==> src/rtl/fetch_if.sv <==
// Fetch-stage bus bundle: instruction-memory request/response, execute redirect, and the
// decode-side handshake. The master modport is the fetch unit's view.
interface fetch_if;
    logic        imem_req;
    logic [31:0] imem_addr;
    logic        imem_ready;
    logic        imem_rvalid;
    logic [31:0] imem_rdata;
    logic        redirect_valid;
    logic [31:0] redirect_pc;
    logic        instr_valid;
    logic [31:0] instr;
    logic [31:0] instr_pc;
    logic        instr_ready;
    logic        instr_misalign;

    modport master (
        output imem_req, imem_addr,
        input  imem_ready, imem_rvalid, imem_rdata,
        input  redirect_valid, redirect_pc,
        output instr_valid, instr, instr_pc, instr_misalign,
        input  instr_ready
    );

    modport slave (
        input  imem_req, imem_addr,
        output imem_ready, imem_rvalid, imem_rdata,
        output redirect_valid, redirect_pc,
        input  instr_valid, instr, instr_pc, instr_misalign,
        output instr_ready
    );
endinterface

==> src/rtl/fetch_unit.sv <==
// In-order instruction fetch with credit-limited requests, a small PC/word FIFO and redirect flush.
// Optional macro FETCH_MISALIGN_TRAP_EN: misaligned redirect targets become a single trap entry.
module fetch_unit #(
    parameter logic [31:0] RESET_PC = 32'h0000_0000,
    parameter int          DEPTH    = 2
) (
    input  logic   clk,
    input  logic   rst_n,
    fetch_if.master bus
);
    localparam int          AW      = $clog2(DEPTH);
    localparam int          CW      = AW + 1;
    localparam logic [31:0] NOP     = 32'h0000_0013;
    localparam logic [CW:0] DEPTH_W = (CW + 1)'(DEPTH);

    typedef enum logic [1:0] {BOOT = 2'b00, RUN = 2'b01, DRAIN = 2'b10} state_t;

    state_t          state_r, state_nx_s;
    logic [31:0]     fetch_pc_r, fetch_pc_nx_s, resp_pc_r, resp_pc_nx_s;
    logic [CW-1:0]   inflight_r, inflight_nx_s, discard_r, discard_nx_s, count_r;
    logic [AW-1:0]   rd_ptr_r, wr_ptr_r, wr_idx_s;
    logic [31:0]     data_mem_r [DEPTH];
    logic [31:0]     pc_mem_r   [DEPTH];
    logic [DEPTH-1:0] mis_mem_r;
    logic            halt_r, halt_nx_s;
    logic [31:0]     target_pc_s, push_data_s, push_pc_s;
    logic            trap_s, push_s, pop_s, flush_s, push_mis_s;
    logic            active_s, credit_s, req_s, accept_s, rsp_s, head_valid_s;

`ifdef FETCH_MISALIGN_TRAP_EN
    assign target_pc_s = bus.redirect_pc;
    assign trap_s      = bus.redirect_valid && (bus.redirect_pc[1:0] != 2'b00);
`else
    assign target_pc_s = bus.redirect_pc & 32'hFFFF_FFFC;
    assign trap_s      = 1'b0;
`endif

    // Words already in the FIFO still hold a credit, so a full FIFO can never overflow.
    assign active_s     = (state_r != BOOT);
    assign credit_s     = ({1'b0, inflight_r} + {1'b0, count_r}) < DEPTH_W;
    assign req_s        = active_s && credit_s && !bus.redirect_valid && !halt_r;
    assign accept_s     = req_s && bus.imem_ready;
    assign rsp_s        = active_s && bus.imem_rvalid;
    assign head_valid_s = (count_r != CW'(1'b0));
    assign wr_idx_s     = flush_s ? AW'(1'b0) : wr_ptr_r;

    assign bus.imem_req       = req_s;
    assign bus.imem_addr      = fetch_pc_r;
    assign bus.instr_valid    = head_valid_s;
    assign bus.instr          = head_valid_s ? data_mem_r[rd_ptr_r] : NOP;
    assign bus.instr_pc       = head_valid_s ? pc_mem_r[rd_ptr_r] : 32'h0000_0000;
    assign bus.instr_misalign = head_valid_s && mis_mem_r[rd_ptr_r];

    // Datapath next state; a redirect overrides push, pop and PC advance in its cycle.
    always_comb begin
        flush_s       = 1'b0;
        push_s        = 1'b0;
        pop_s         = 1'b0;
        push_data_s   = bus.imem_rdata;
        push_pc_s     = resp_pc_r;
        push_mis_s    = 1'b0;
        fetch_pc_nx_s = fetch_pc_r;
        resp_pc_nx_s  = resp_pc_r;
        discard_nx_s  = discard_r;
        halt_nx_s     = halt_r;
        inflight_nx_s = inflight_r + CW'(accept_s) - CW'(rsp_s);
        if (bus.redirect_valid) begin
            flush_s       = 1'b1;
            fetch_pc_nx_s = target_pc_s;
            resp_pc_nx_s  = target_pc_s;
            discard_nx_s  = inflight_nx_s;
            halt_nx_s     = trap_s;
            if (trap_s) begin
                push_s      = 1'b1;
                push_data_s = NOP;
                push_pc_s   = target_pc_s;
                push_mis_s  = 1'b1;
            end else begin
                push_s = 1'b0;
            end
        end else begin
            pop_s = head_valid_s && bus.instr_ready;
            if (accept_s) begin
                fetch_pc_nx_s = fetch_pc_r + 32'd4;
            end else begin
                fetch_pc_nx_s = fetch_pc_r;
            end
            if (rsp_s && (discard_r != CW'(1'b0))) begin
                discard_nx_s = discard_r - CW'(1'b1);
            end else if (rsp_s) begin
                push_s       = 1'b1;
                resp_pc_nx_s = resp_pc_r + 32'd4;
            end else begin
                discard_nx_s = discard_r;
            end
        end
    end

    // FSM next state: DRAIN lasts exactly as long as wrong-path responses are outstanding.
    always_comb begin
        state_nx_s = state_r;
        case (state_r)
            BOOT:    state_nx_s = RUN;
            RUN: begin
                if (bus.redirect_valid && (discard_nx_s != CW'(1'b0))) begin
                    state_nx_s = DRAIN;
                end else begin
                    state_nx_s = RUN;
                end
            end
            DRAIN: begin
                if (discard_nx_s == CW'(1'b0)) begin
                    state_nx_s = RUN;
                end else begin
                    state_nx_s = DRAIN;
                end
            end
            default: state_nx_s = BOOT;
        endcase
    end

    // Control registers.
    always_ff @(posedge clk or negedge rst_n) begin
        if (!rst_n) begin
            state_r    <= BOOT;
            fetch_pc_r <= RESET_PC;
            resp_pc_r  <= RESET_PC;
            inflight_r <= CW'(1'b0);
            discard_r  <= CW'(1'b0);
            halt_r     <= 1'b0;
        end else begin
            state_r    <= state_nx_s;
            fetch_pc_r <= fetch_pc_nx_s;
            resp_pc_r  <= resp_pc_nx_s;
            inflight_r <= inflight_nx_s;
            discard_r  <= discard_nx_s;
            halt_r     <= halt_nx_s;
        end
    end

    // FIFO storage and pointers; a flush restarts at slot 0 so a trap entry lands at the head.
    always_ff @(posedge clk or negedge rst_n) begin
        if (!rst_n) begin
            for (int i = 0; i < DEPTH; i++) begin
                data_mem_r[i] <= 32'h0000_0000;
                pc_mem_r[i]   <= 32'h0000_0000;
            end
            mis_mem_r <= {DEPTH{1'b0}};
            rd_ptr_r  <= AW'(1'b0);
            wr_ptr_r  <= AW'(1'b0);
            count_r   <= CW'(1'b0);
        end else begin
            if (push_s) begin
                data_mem_r[wr_idx_s] <= push_data_s;
                pc_mem_r[wr_idx_s]   <= push_pc_s;
                mis_mem_r[wr_idx_s]  <= push_mis_s;
            end
            if (flush_s) begin
                rd_ptr_r <= AW'(1'b0);
                wr_ptr_r <= AW'(push_s);
                count_r  <= CW'(push_s);
            end else begin
                rd_ptr_r <= rd_ptr_r + AW'(pop_s);
                wr_ptr_r <= wr_ptr_r + AW'(push_s);
                count_r  <= count_r + CW'(push_s) - CW'(pop_s);
            end
        end
    end
endmodule

==> src/flat_wrapper.sv <==
// flat-port wrapper written by rule: the top's interface ports become plain ports
module fetch_unit_flat 
#(
    parameter logic [31:0] RESET_PC = 32'h0000_0000,
    parameter int          DEPTH    = 2
)
  (clk, rst_n, bus_imem_req, bus_imem_addr, bus_imem_ready, bus_imem_rvalid, bus_imem_rdata, bus_redirect_valid, bus_redirect_pc, bus_instr_valid, bus_instr, bus_instr_pc, bus_instr_misalign, bus_instr_ready);
  fetch_if bus_i ();
  input  logic clk;
  input  logic rst_n;
  output wire logic [$bits(bus_i.imem_req)-1:0] bus_imem_req;
  output wire logic [$bits(bus_i.imem_addr)-1:0] bus_imem_addr;
  input wire logic [$bits(bus_i.imem_ready)-1:0] bus_imem_ready;
  input wire logic [$bits(bus_i.imem_rvalid)-1:0] bus_imem_rvalid;
  input wire logic [$bits(bus_i.imem_rdata)-1:0] bus_imem_rdata;
  input wire logic [$bits(bus_i.redirect_valid)-1:0] bus_redirect_valid;
  input wire logic [$bits(bus_i.redirect_pc)-1:0] bus_redirect_pc;
  output wire logic [$bits(bus_i.instr_valid)-1:0] bus_instr_valid;
  output wire logic [$bits(bus_i.instr)-1:0] bus_instr;
  output wire logic [$bits(bus_i.instr_pc)-1:0] bus_instr_pc;
  output wire logic [$bits(bus_i.instr_misalign)-1:0] bus_instr_misalign;
  input wire logic [$bits(bus_i.instr_ready)-1:0] bus_instr_ready;
  assign bus_imem_req = bus_i.imem_req;
  assign bus_imem_addr = bus_i.imem_addr;
  assign bus_i.imem_ready = bus_imem_ready;
  assign bus_i.imem_rvalid = bus_imem_rvalid;
  assign bus_i.imem_rdata = bus_imem_rdata;
  assign bus_i.redirect_valid = bus_redirect_valid;
  assign bus_i.redirect_pc = bus_redirect_pc;
  assign bus_instr_valid = bus_i.instr_valid;
  assign bus_instr = bus_i.instr;
  assign bus_instr_pc = bus_i.instr_pc;
  assign bus_instr_misalign = bus_i.instr_misalign;
  assign bus_i.instr_ready = bus_instr_ready;
  fetch_unit #(.RESET_PC(RESET_PC), .DEPTH(DEPTH)) u_core (.clk(clk), .rst_n(rst_n), .bus(bus_i));
endmodule
==> config.mk <==
export PLATFORM = sky130hd
export DESIGN_NAME = fetch_unit_flat
export DESIGN_NICKNAME = d
export VERILOG_FILES = /design/src/rtl/fetch_if.sv /design/src/rtl/fetch_unit.sv /design/src/flat_wrapper.sv
export SDC_FILE = /design/constraint.sdc
export NUM_CORES = 1
export LEC_CHECK = 0
export CAP_MARGIN = 0
export CORE_ASPECT_RATIO = 0.7
export CORE_MARGIN = 2
export CORE_UTILIZATION = 25
export CTS_BUF_LIST = sky130_fd_sc_hd__clkbuf_8
export DETAILED_ROUTE_END_ITERATION = 10
export HOLD_SLACK_MARGIN = 0.05
export PLACE_DENSITY = 0.46
export SLEW_MARGIN = 20
export SYNTH_ARGS = -nofsm -noshare
export SYNTH_HDL_FRONTEND = slang
export SYNTH_SLANG_ARGS = --single-unit
export TNS_END_PERCENT = 30
==> constraint.sdc <==
create_clock -name clk -period 3.6 [get_ports clk]
set_input_delay 0.54 -clock clk [delete_from_list [all_inputs] [get_ports clk]]
set_output_delay 0.54 -clock clk [all_outputs]
set_load 0.05 [all_outputs]
Yosys cells after proc, flatten, opt, wreduce, memory -nomap -nowiden
Index checks and enable logic that the tools add are counted.
- register bits after elaboration: 204
- bits of input ports: 70
- add/subtract/negate cells: 10
- $lt $le $gt $ge: 7
- eq/ne operators: 3
- mux-type cells: 35
- bitwise gates (word level): 4
- reductions and logical operators: 20
- operators by type and width (operator ; count):
    two-way mux 32 bit ; 14
    bitwise mux 64 bit ; 2
    adder 32 x 3 -> 32 bit (second input constant) ; 2
    demux 32 bit (select 1 bit) ; 1
    nonzero test 2 bit ; 6
    two-way mux 1 bit ; 11
    logical AND 1 bit ; 10
    two-way mux 2 bit ; 5
    one-hot mux 2 bit (3 select lines) ; 1
    adder 2 x 1 -> 2 bit ; 2
    >= comparator 2 bit (second input constant) ; 2
    zero test 2 bit ; 2
    < comparator 1 x 2 -> 1 bit (second input constant) ; 2
    NOT 1 -> 2 bit ; 2
    subtractor 2 x 1 -> 2 bit ; 2
    adder 2 x 2 -> 3 bit ; 1
    < comparator 3 x 2 -> 1 bit (second input constant) ; 1
    adder 1 bit ; 2
    bitwise AND 2 bit ; 1
    equality test 2 x 1 -> 1 bit (second input constant) ; 1
    equality test 2 bit (second input constant) ; 1
    < comparator 2 x 1 -> 1 bit (second input constant) ; 1
    != test 2 bit (second input constant) ; 1
    NOT 2 bit ; 1
    5 further kinds ; 5

Longest topological paths before layout
Gate-level depths: netlist of run 1.
- depth in word-level cells: 12
- gate-level depth with buffers: 12
- gate-level depth less buffers: 11

Worst setup path after synthesis of run 1
Ideal clock, no wire load.
- path kind: reg-to-reg
- start point: register u_core.count_r[0]
- end point: register u_core.fetch_pc_r[28] (netlist: u_core.bus.imem_addr[28])
- setup time: 0.071 ns
- data arrival time: 2.710 ns
- data required time: 3.529 ns
- slack: 0.818 ns
- cell stages (with the launch flop): 9
- path buffers: 1
- period minus slack after synthesis: 2.782 ns
- cells stage by stage: dfrtp_1 -> inv_1 -> nor2_1 -> fa_1 -> or4b_4 -> or4_4 -> buf_6 -> or4_1 -> nand3_1
- cells in the longest elaborated chain, start to end: 6
- RTL lines (element ; line ; source):
    start, declared ; fetch_unit.sv:20 ; logic [CW-1:0] inflight_r, inflight_nx_s, discard_r, discard_nx_s, count_r;
    start signal, assigned ; fetch_unit.sv:151 ; count_r <= CW'(1'b0);
    start signal, assigned ; fetch_unit.sv:161 ; count_r <= CW'(push_s);
    start signal, assigned ; fetch_unit.sv:165 ; count_r <= count_r + CW'(push_s) - CW'(pop_s);
    adder 2 x 2 -> 3 bit ; fetch_unit.sv:40 ; assign credit_s = ({1'b0, inflight_r} + {1'b0, count_r}) < DEPTH_W;
    < comparator 3 x 2 -> 1 bit ; fetch_unit.sv:40 ;
    logical AND 1 bit (2 in a row) ; fetch_unit.sv:41 ; assign req_s = active_s && credit_s && !bus.redirect_valid && !halt_r;
    logical AND 1 bit ; fetch_unit.sv:42 ; assign accept_s = req_s && bus.imem_ready;
    nonzero test 2 bit (no source line) ; n/a ;
    end signal, assigned ; fetch_unit.sv:133 ; fetch_pc_r <= fetch_pc_nx_s;
    end, declared ; fetch_unit.sv:19 ; logic [31:0] fetch_pc_r, fetch_pc_nx_s, resp_pc_r, resp_pc_nx_s;
Every way passes these cells.
A chain may end at the register's enable or synchronous reset.

Worst setup path after layout of run 1
- start point: register u_core.count_r[0]
- end point: output bus_imem_req
- cells in the longest elaborated chain, start to end: 4
- RTL lines (element ; line ; source):
    adder 2 x 2 -> 3 bit ; fetch_unit.sv:40 ;
    < comparator 3 x 2 -> 1 bit ; fetch_unit.sv:40 ;
    logical AND 1 bit (2 in a row) ; fetch_unit.sv:41 ;
    end, declared ; flat_wrapper.sv:11 ; output wire logic [$bits(bus_i.imem_req)-1:0] bus_imem_req;
Every way passes these cells.

==> results of run 1 <==
[cells in the final DEF (no fill, tap or decap), types with 10 or more instances in the layout]
cell and n:
or4_1 25, clkdlybuf4s50_1 159, mux2i_1 63, nand4_1 12
nor2_1 90, buf_4 12, dfrtp_1 195, o31ai_1 13
o21ai_0 19, clkbuf_8 23, nand2_1 57, mux2_2 124
a31oi_1 19, inv_1 17, o311ai_0 27, o211ai_1 13
and3_1 10, nand3_1 38
[path summary, 6_finish.rpt]
path | to | slack [ns]
setup / recovery | bus_imem_req | 0.27
hold / removal | u_core.data_mem_r[57]$_DFFE_PN0P_ | 0.06
setup reg to reg | u_core.bus.imem_addr[26]$_DFFE_PN0N_ | 0.46
hold reg to reg | u_core.pc_mem_r[36]$_DFFE_PN0P_ | 0.51
max in group asynchronous | u_core.bus.imem_addr[9]$_DFFE_PN0N_ | 2.75
min in group clk | u_core.pc_mem_r[36]$_DFFE_PN0P_ | 0.51
[registers in the layout, indices dropped and copies added (netlist names), 2 cells and up]
| name | count |
|---|---|
| u_core.inflight_r | 2 |
| u_core.data_mem_r | 64 |
| u_core.discard_r | 2 |
| u_core.resp_pc_r | 30 |
| u_core.bus.imem_addr | 30 |
| u_core.mis_mem_r | 2 |
| u_core.count_r | 2 |
| u_core.state_r | 2 |
| u_core.pc_mem_r | 60 |
[area by class of cell]
class | count | share of cell area
clock buffers | 22 | 0.0242
clock inverters | 10 | 0.00960
well taps | 527 | 0.0527
inverters | 16 | 0.00480
repair buffers | 181 | 0.148
flip-flops and latches | 196 | 0.392
multi-input cells | 618 | 0.368
[per-stage QoR]
step | cells | worst slack (ns) | utilization | total power, mW
detailed placement | 1538 | 0.500 | 0.314 | 6.57
CTS | 1570 | 0.212 | 0.325 | 8.18
global placement | 1538 | 0.510 | 0.314 | 6.52
global route | 1570 | 0.115 | 0.325 | 8.60
finish | 1570 | 0.273 | 0.325 | 8.04
floorplan | 893 | 0.818 | - | 5.51
[critical path, stage by stage (launching register included)]
cell           delay (ns)
dfrtp_1              0.41
inv_1                0.07
nor2_1               0.11
fa_1                 0.45
or3_2                0.59
nor2_1               0.12
dlygate4sd2_1        0.54
[power by group]
group          total, mW  switching [mW]  internal [mW]
Combinational       3.04            1.70           1.34
Sequential          3.43           0.488           2.94
Clock               1.57           0.853          0.719
[routing by layer]
metal / global-route usage / share of wire
met4: 0.0311 / 0.011
met2: 0.211 / 0.45
met1: 0.210 / 0.49
met3: 0.0343 / 0.049
met5: 0 / 0
[what timing repair did]
item / CTS / global route
endpoints found under the setup margin: 1 / 0
gates resized for setup: 1 / 0
setup buffers: 0 / 0
[logic make-up after synthesis]
group / after synthesis / synth area share
and+or+nand+nor: 284 / 0.147
adders and majority gates: 8 / 0.0110
AOI/OAI and AO/OA: 118 / 0.0874
muxes: 187 / 0.207
other: 1 / 0.000382
xor gates and xnor gates: 17 / 0.0152
buffers and inverters: 79 / 0.0325
DFF: 196 / 0.500
==> impl_results.md, run 1 <==
- Number of I/O pins: 169
- Most common cell in the netlist: dfrtp_1
- Htree depth: 4
- Sequential-to-total area share from yosys stat: 0.500
- Tmin final: 3.33 ns
- Design Area, Final: 12,500 sq um
- Netlist Area Pre-Place: 9810 sq um
- Syn avg cell area: 11.0 sq um
- Cell count after synthesis: 890
- Max Transition Viols Final: 0
- Post-place instance area: 12,100 sq um
- Area growth from synthesis to layout: 27.5%
- WHS: 0.0621 ns
- Yosys reg bits: 196
- Yosys warns: 0
- Initial cell density of the core: 0.255
- Share of cells above drive strength 1: 0.186
- Final Hold Vio Count: 0
- RSZ-0062 raised after global routing: false
- PortBufs: 162
- Final wirelength: 28.4 mm
- Top post-synthesis cells by area: dfrtp_1 (50%), mux2_2 (14%), mux2i_1 (6.4%)
- # Max-Cap Violations: 0
- # nets final: 1,108
- Top-area cell type share of the netlist area: 0.500
- Tot GR Track Use: 0.143
- Die Y: 170 um
- Area of the multi-input gates: 4610 sq um
- DR DRC count: 0
- CTS clock-pin slew for the worst setup and hold paths: 0.11 ns
- Clock sink count: 196
- Synth top cells by count: dfrtp_1 (196), mux2_2 (124), nor2_1 (91)
- Critical path startpoint: u_core.count_r[0]$_DFF_PN0_
- Finish-stage setup viols: 0
- Clk_skew: 0.0189 ns
- Clock Latency Late Sink: 0.50 ns
- Leakage: 4.93 nW
- HP Class: in -> async
- Startpoint types: flop
- Die footprint: 40,800 sq um
- CTS Root Buffer Type: clkbuf_8
- Pwr Density: 643 nW/um^2
- Final setup TNS: 0 ns
- Wirelength per Cell: 18.1 um
- WP data arrival: 2.79 ns
- Initial antenna violation count: 0
- Largest net degree at the start of global routing: 80
- Worst slew margin: 0.507
- CTS Hold Bufs: 0
- Number of routed nets with antenna violations: 0
- CTS buffer count: 17
- Crit Path Category: reg -> out
- Die X: 241 um
- Total grt overflow: 0
- Vias in the first global route: 7,646
- Cell variety after synth: 50
- Via count: 7,612
- Final period util: 0.924
- Sequential cell area: 4910 sq um
- R2R depth: 7
- Async SR Flop Fraction: 1.00
- Area leader, netlist: dfrtp_1
- Core area: 38,500 sq um
- CTS tree: built
- Setup crit end kind: output port
- 1st-pass router iterations: 5
- Reg2reg start: u_core.count_r[0]$_DFF_PN0_
- DR vias/cell: 4.85
- Post-synth top flop: dfrtp_1
- Worst Tran Pin Value: 0.735 ns
- Post-synth EDFFs: 0
- # rows: 60
- Outcome: finished, final reports clean
- Peak supply drop: 0.232 mV
- Largest buffer count on any clock path: 2
- Global-route wire length before repair: 44.8 mm
- Required time at the worst-slack endpoint: 3.06 ns
- DRT iter0 DRCs: 533
- GP Congestion: 0.792
- FMAX: 0.301 GHz
- Fillers: 3,907
- CP Max Fanout: 7
- Post-DP HPWL: 19.8 mm
- N_diodes: 0
No activity file was read; power rests on OpenSTA's default activity.
==> inputs of run 2 (changes only) <==
--- a/config.mk
+++ b/config.mk
@@ -14,5 +14,5 @@
 export HOLD_SLACK_MARGIN = 0.05
 export PLACE_DENSITY = 0.46
-export SLEW_MARGIN = 20
+export SLEW_MARGIN = 30
 export SYNTH_ARGS = -nofsm -noshare
 export SYNTH_HDL_FRONTEND = slang
==> constraint.sdc (replaced) <==
create_clock -name clk -period 3.6 [get_ports clk]
set_input_delay 0.72 -clock clk [delete_from_list [all_inputs] [get_ports clk]]
set_output_delay 0.72 -clock clk [all_outputs]
set_load 0.05 [all_outputs]
==> impl_results.md, run 2 (synthesis results as in run 1) <==
- Worst slew margin: 0.479 (was 0.507)
- DR DRC count: 0 (unchanged)
- WP data arrival: 2.54 ns (was 2.79 ns)
- Htree depth: 4 (unchanged)
- CTS buffer count: 17 (unchanged)
- Final wirelength: 28.8 mm (was 28.4 mm)
- Worst Tran Pin Value: 0.781 ns (was 0.735 ns)
- Required time at the worst-slack endpoint: 2.88 ns (was 3.06 ns)
- Share of cells above drive strength 1: 0.189 (was 0.186)
- Area of the multi-input gates: 4610 sq um (unchanged)
- Outcome: finished, final reports clean (unchanged)
- Largest net degree at the start of global routing: 87 (was 80)
- Leakage: 4.91 nW (was 4.93 nW)
- Initial cell density of the core: 0.255 (unchanged)
- Max Transition Viols Final: 0 (unchanged)
- WP buf/inv: 2 (unchanged)
- Top delay family on crit path: buffers and inverters (was simple AND/OR/NAND/NOR gates)
- Most frequent cells in the layout: dfrtp_1 (195), clkdlybuf4s50_1 (159), mux2_2 (124) (unchanged)
- PortBufs: 162 (unchanged)
- DRT iter0 DRCs: 470 (was 533)
- FMAX: 0.307 GHz (was 0.301 GHz)
- CP Max Fanout: 17 (was 7)
- Wirelength per Cell: 18.3 um (was 18.1 um)
- WHS: 0.285 ns (was 0.0621 ns)
- Design Area, Final: 12,500 sq um (about the same)
- Clock sink count: 196 (unchanged)
- Worst setup margin: 0.337 ns (was 0.273 ns)
- Initial antenna violation count: 0 (unchanged)
- Die footprint: 40,800 sq um (unchanged)
- CTS clock-pin slew for the worst setup and hold paths: 0.10 ns (was 0.11 ns)
- Post-Place Cells: 1,541 (was 1,538)
- # Max-Cap Violations: 0 (unchanged)
- Die Y: 170 um (unchanged)
- Setup crit end kind: output port (unchanged)
- Clock Latency Late Sink: 0.50 ns (about the same)
- Reg2reg start: u_core.count_r[0]$_DFF_PN0_ (unchanged)
- Number of routed nets with antenna violations: 0 (unchanged)
- CTS tree: built (unchanged)
- HP Class: in -> async (unchanged)
- N_diodes: 0 (unchanged)
- Final Hold Vio Count: 0 (unchanged)
- Total grt overflow: 0 (unchanged)
- Final core occ: 0.324 (was 0.325)
- Die X: 241 um (unchanged)
- Cell Count, Final, Fillers Out: 1,573 (was 1,570)
- CTS Hold Bufs: 0 (unchanged)
- Via count: 7,602 (was 7,612)
- Finish-stage setup viols: 0 (unchanged)
- Critical path cell sequence: buf_4 > mux2i_1 > nor2_1 > clkdlybuf4s50_1 (was inv_1 > nor2_1 > fa_1 > or3_2 > nor2_1 > dlygate4sd2_1)
- Vias in the first global route: 7,716 (was 7,646)
- Core area: 38,500 sq um (unchanged)
- Post-cts sizing count: 0 (was 1)
- Post-CTS setup buffers: 0 (unchanged)
- DR vias/cell: 4.83 (was 4.85)
- Startpoint types: flop (unchanged)
- Commonest non-fill, non-tap cell in the layout: dfrtp_1 (unchanged)
- # rows: 60 (unchanged)
- Regs by FF count: u_core.data_mem_r (64), u_core.pc_mem_r (60) (unchanged)
- Final period util: 0.906 (was 0.924)
- Post-place instance area: 12,100 sq um (about the same)
- # nets final: 1,111 (was 1,108)
- CTS Root Buffer Type: clkbuf_8 (unchanged)
- Fillers: 3,955 (was 3,907)
- Number of I/O pins: 169 (unchanged)
- Largest buffer count on any clock path: 2 (unchanged)
- Peak supply drop: 0.218 mV (was 0.232 mV)
- Clk_skew: 0.0250 ns (was 0.0189 ns)
- Worst path slowest cell: clkdlybuf4s50_1 (was or3_2)
- Area growth from synthesis to layout: 27.4% (was 27.5%)
- CP max stage delay: 0.84 ns (was 0.59 ns)
- Post-DP HPWL: 20.0 mm (was 19.8 mm)
- RSZ-0062 raised after global routing: false (unchanged)
- Largest reg by FF count: u_core.data_mem_r (unchanged)
- Flip-flop count of the largest register after layout: 64 (unchanged)
- Global-route wire length before repair: 45.7 mm (was 44.8 mm)
- Setup WS pre-CTS: 0.374 ns (was 0.500 ns)
- Tmin final: 3.26 ns (was 3.33 ns)
- GP Congestion: 0.784 (was 0.792)
- Tot GR Track Use: 0.145 (was 0.143)
- 1st-pass router iterations: 4 (was 5)
- Pwr Density: 644 nW/um^2 (was 643 nW/um^2)
- Crit Path Category: reg -> out (unchanged)
- Total power draw: 8.04 mW (about the same)
- Critical path startpoint: u_core.rd_ptr_r$_DFF_PN0_ (was u_core.count_r[0]$_DFF_PN0_)
- Final setup TNS: 0 ns (unchanged)
- Sequential cell area: 4910 sq um (unchanged)
==> run 2: final timing paths <==
path | to | slack [ns] | cells after the start
max | bus_instr_pc[20] | 0.34 | 4
min | u_core.data_mem_r[60]$_DFFE_PN0P_ | 0.28 | 1
max reg2reg | u_core.bus.imem_addr[24]$_DFFE_PN0N_ | 0.47 | 7
min reg2reg | u_core.data_mem_r[20]$_DFFE_PN0P_ | 0.51 | 1
max in group asynchronous | u_core.bus.imem_addr[7]$_DFFE_PN0N_ | 2.47 | 2
min in group clk | u_core.data_mem_r[20]$_DFFE_PN0P_ | 0.51 | 1
==> run 2: layout make-up <==
class                   count  area share
clock buffers              17      0.0187
clock inverters            15      0.0144
inverters                  16     0.00481
multi-input cells         618       0.369
flip-flops and latches    196       0.393
well taps                 527      0.0528
repair buffers            184       0.148
==> run 2: worst reg2reg max path, delay by kind of cell (launching register included) <==
| family | cells | cell delay [ns] |
|---|---|---|
| AOI/OAI and AO/OA | 1 | 0.33 |
| adders and majority gates | 1 | 0.45 |
| DFF | 1 | 0.41 |
| buffers and inverters | 1 | 0.07 |
| and+or+nand+nor | 4 | 1.74 |
==> run 2: power breakdown <==
group | leakage (nW) | internal [mW] | switching [mW]
Sequential | 2.45 | 2.94 | 0.493
Clock | 0.202 | 0.694 | 0.866
Combinational | 2.26 | 1.34 | 1.71
==> run 2: layer usage <==
layer  up-vias  routed length, um  GRT usage
met1      3911              14700      0.213
met2       128              13000      0.219
li1       3550                  -          -
met4         0                175     0.0216
met3        13               1060     0.0368
met5         -                  0          0
==> inputs of run 3 (changes only) <==
- CTS_CLUSTER_DIAMETER: default -> 30
==> results of run 3 <==
The final DEF is identical to that of run 2; final timing and power are the same.
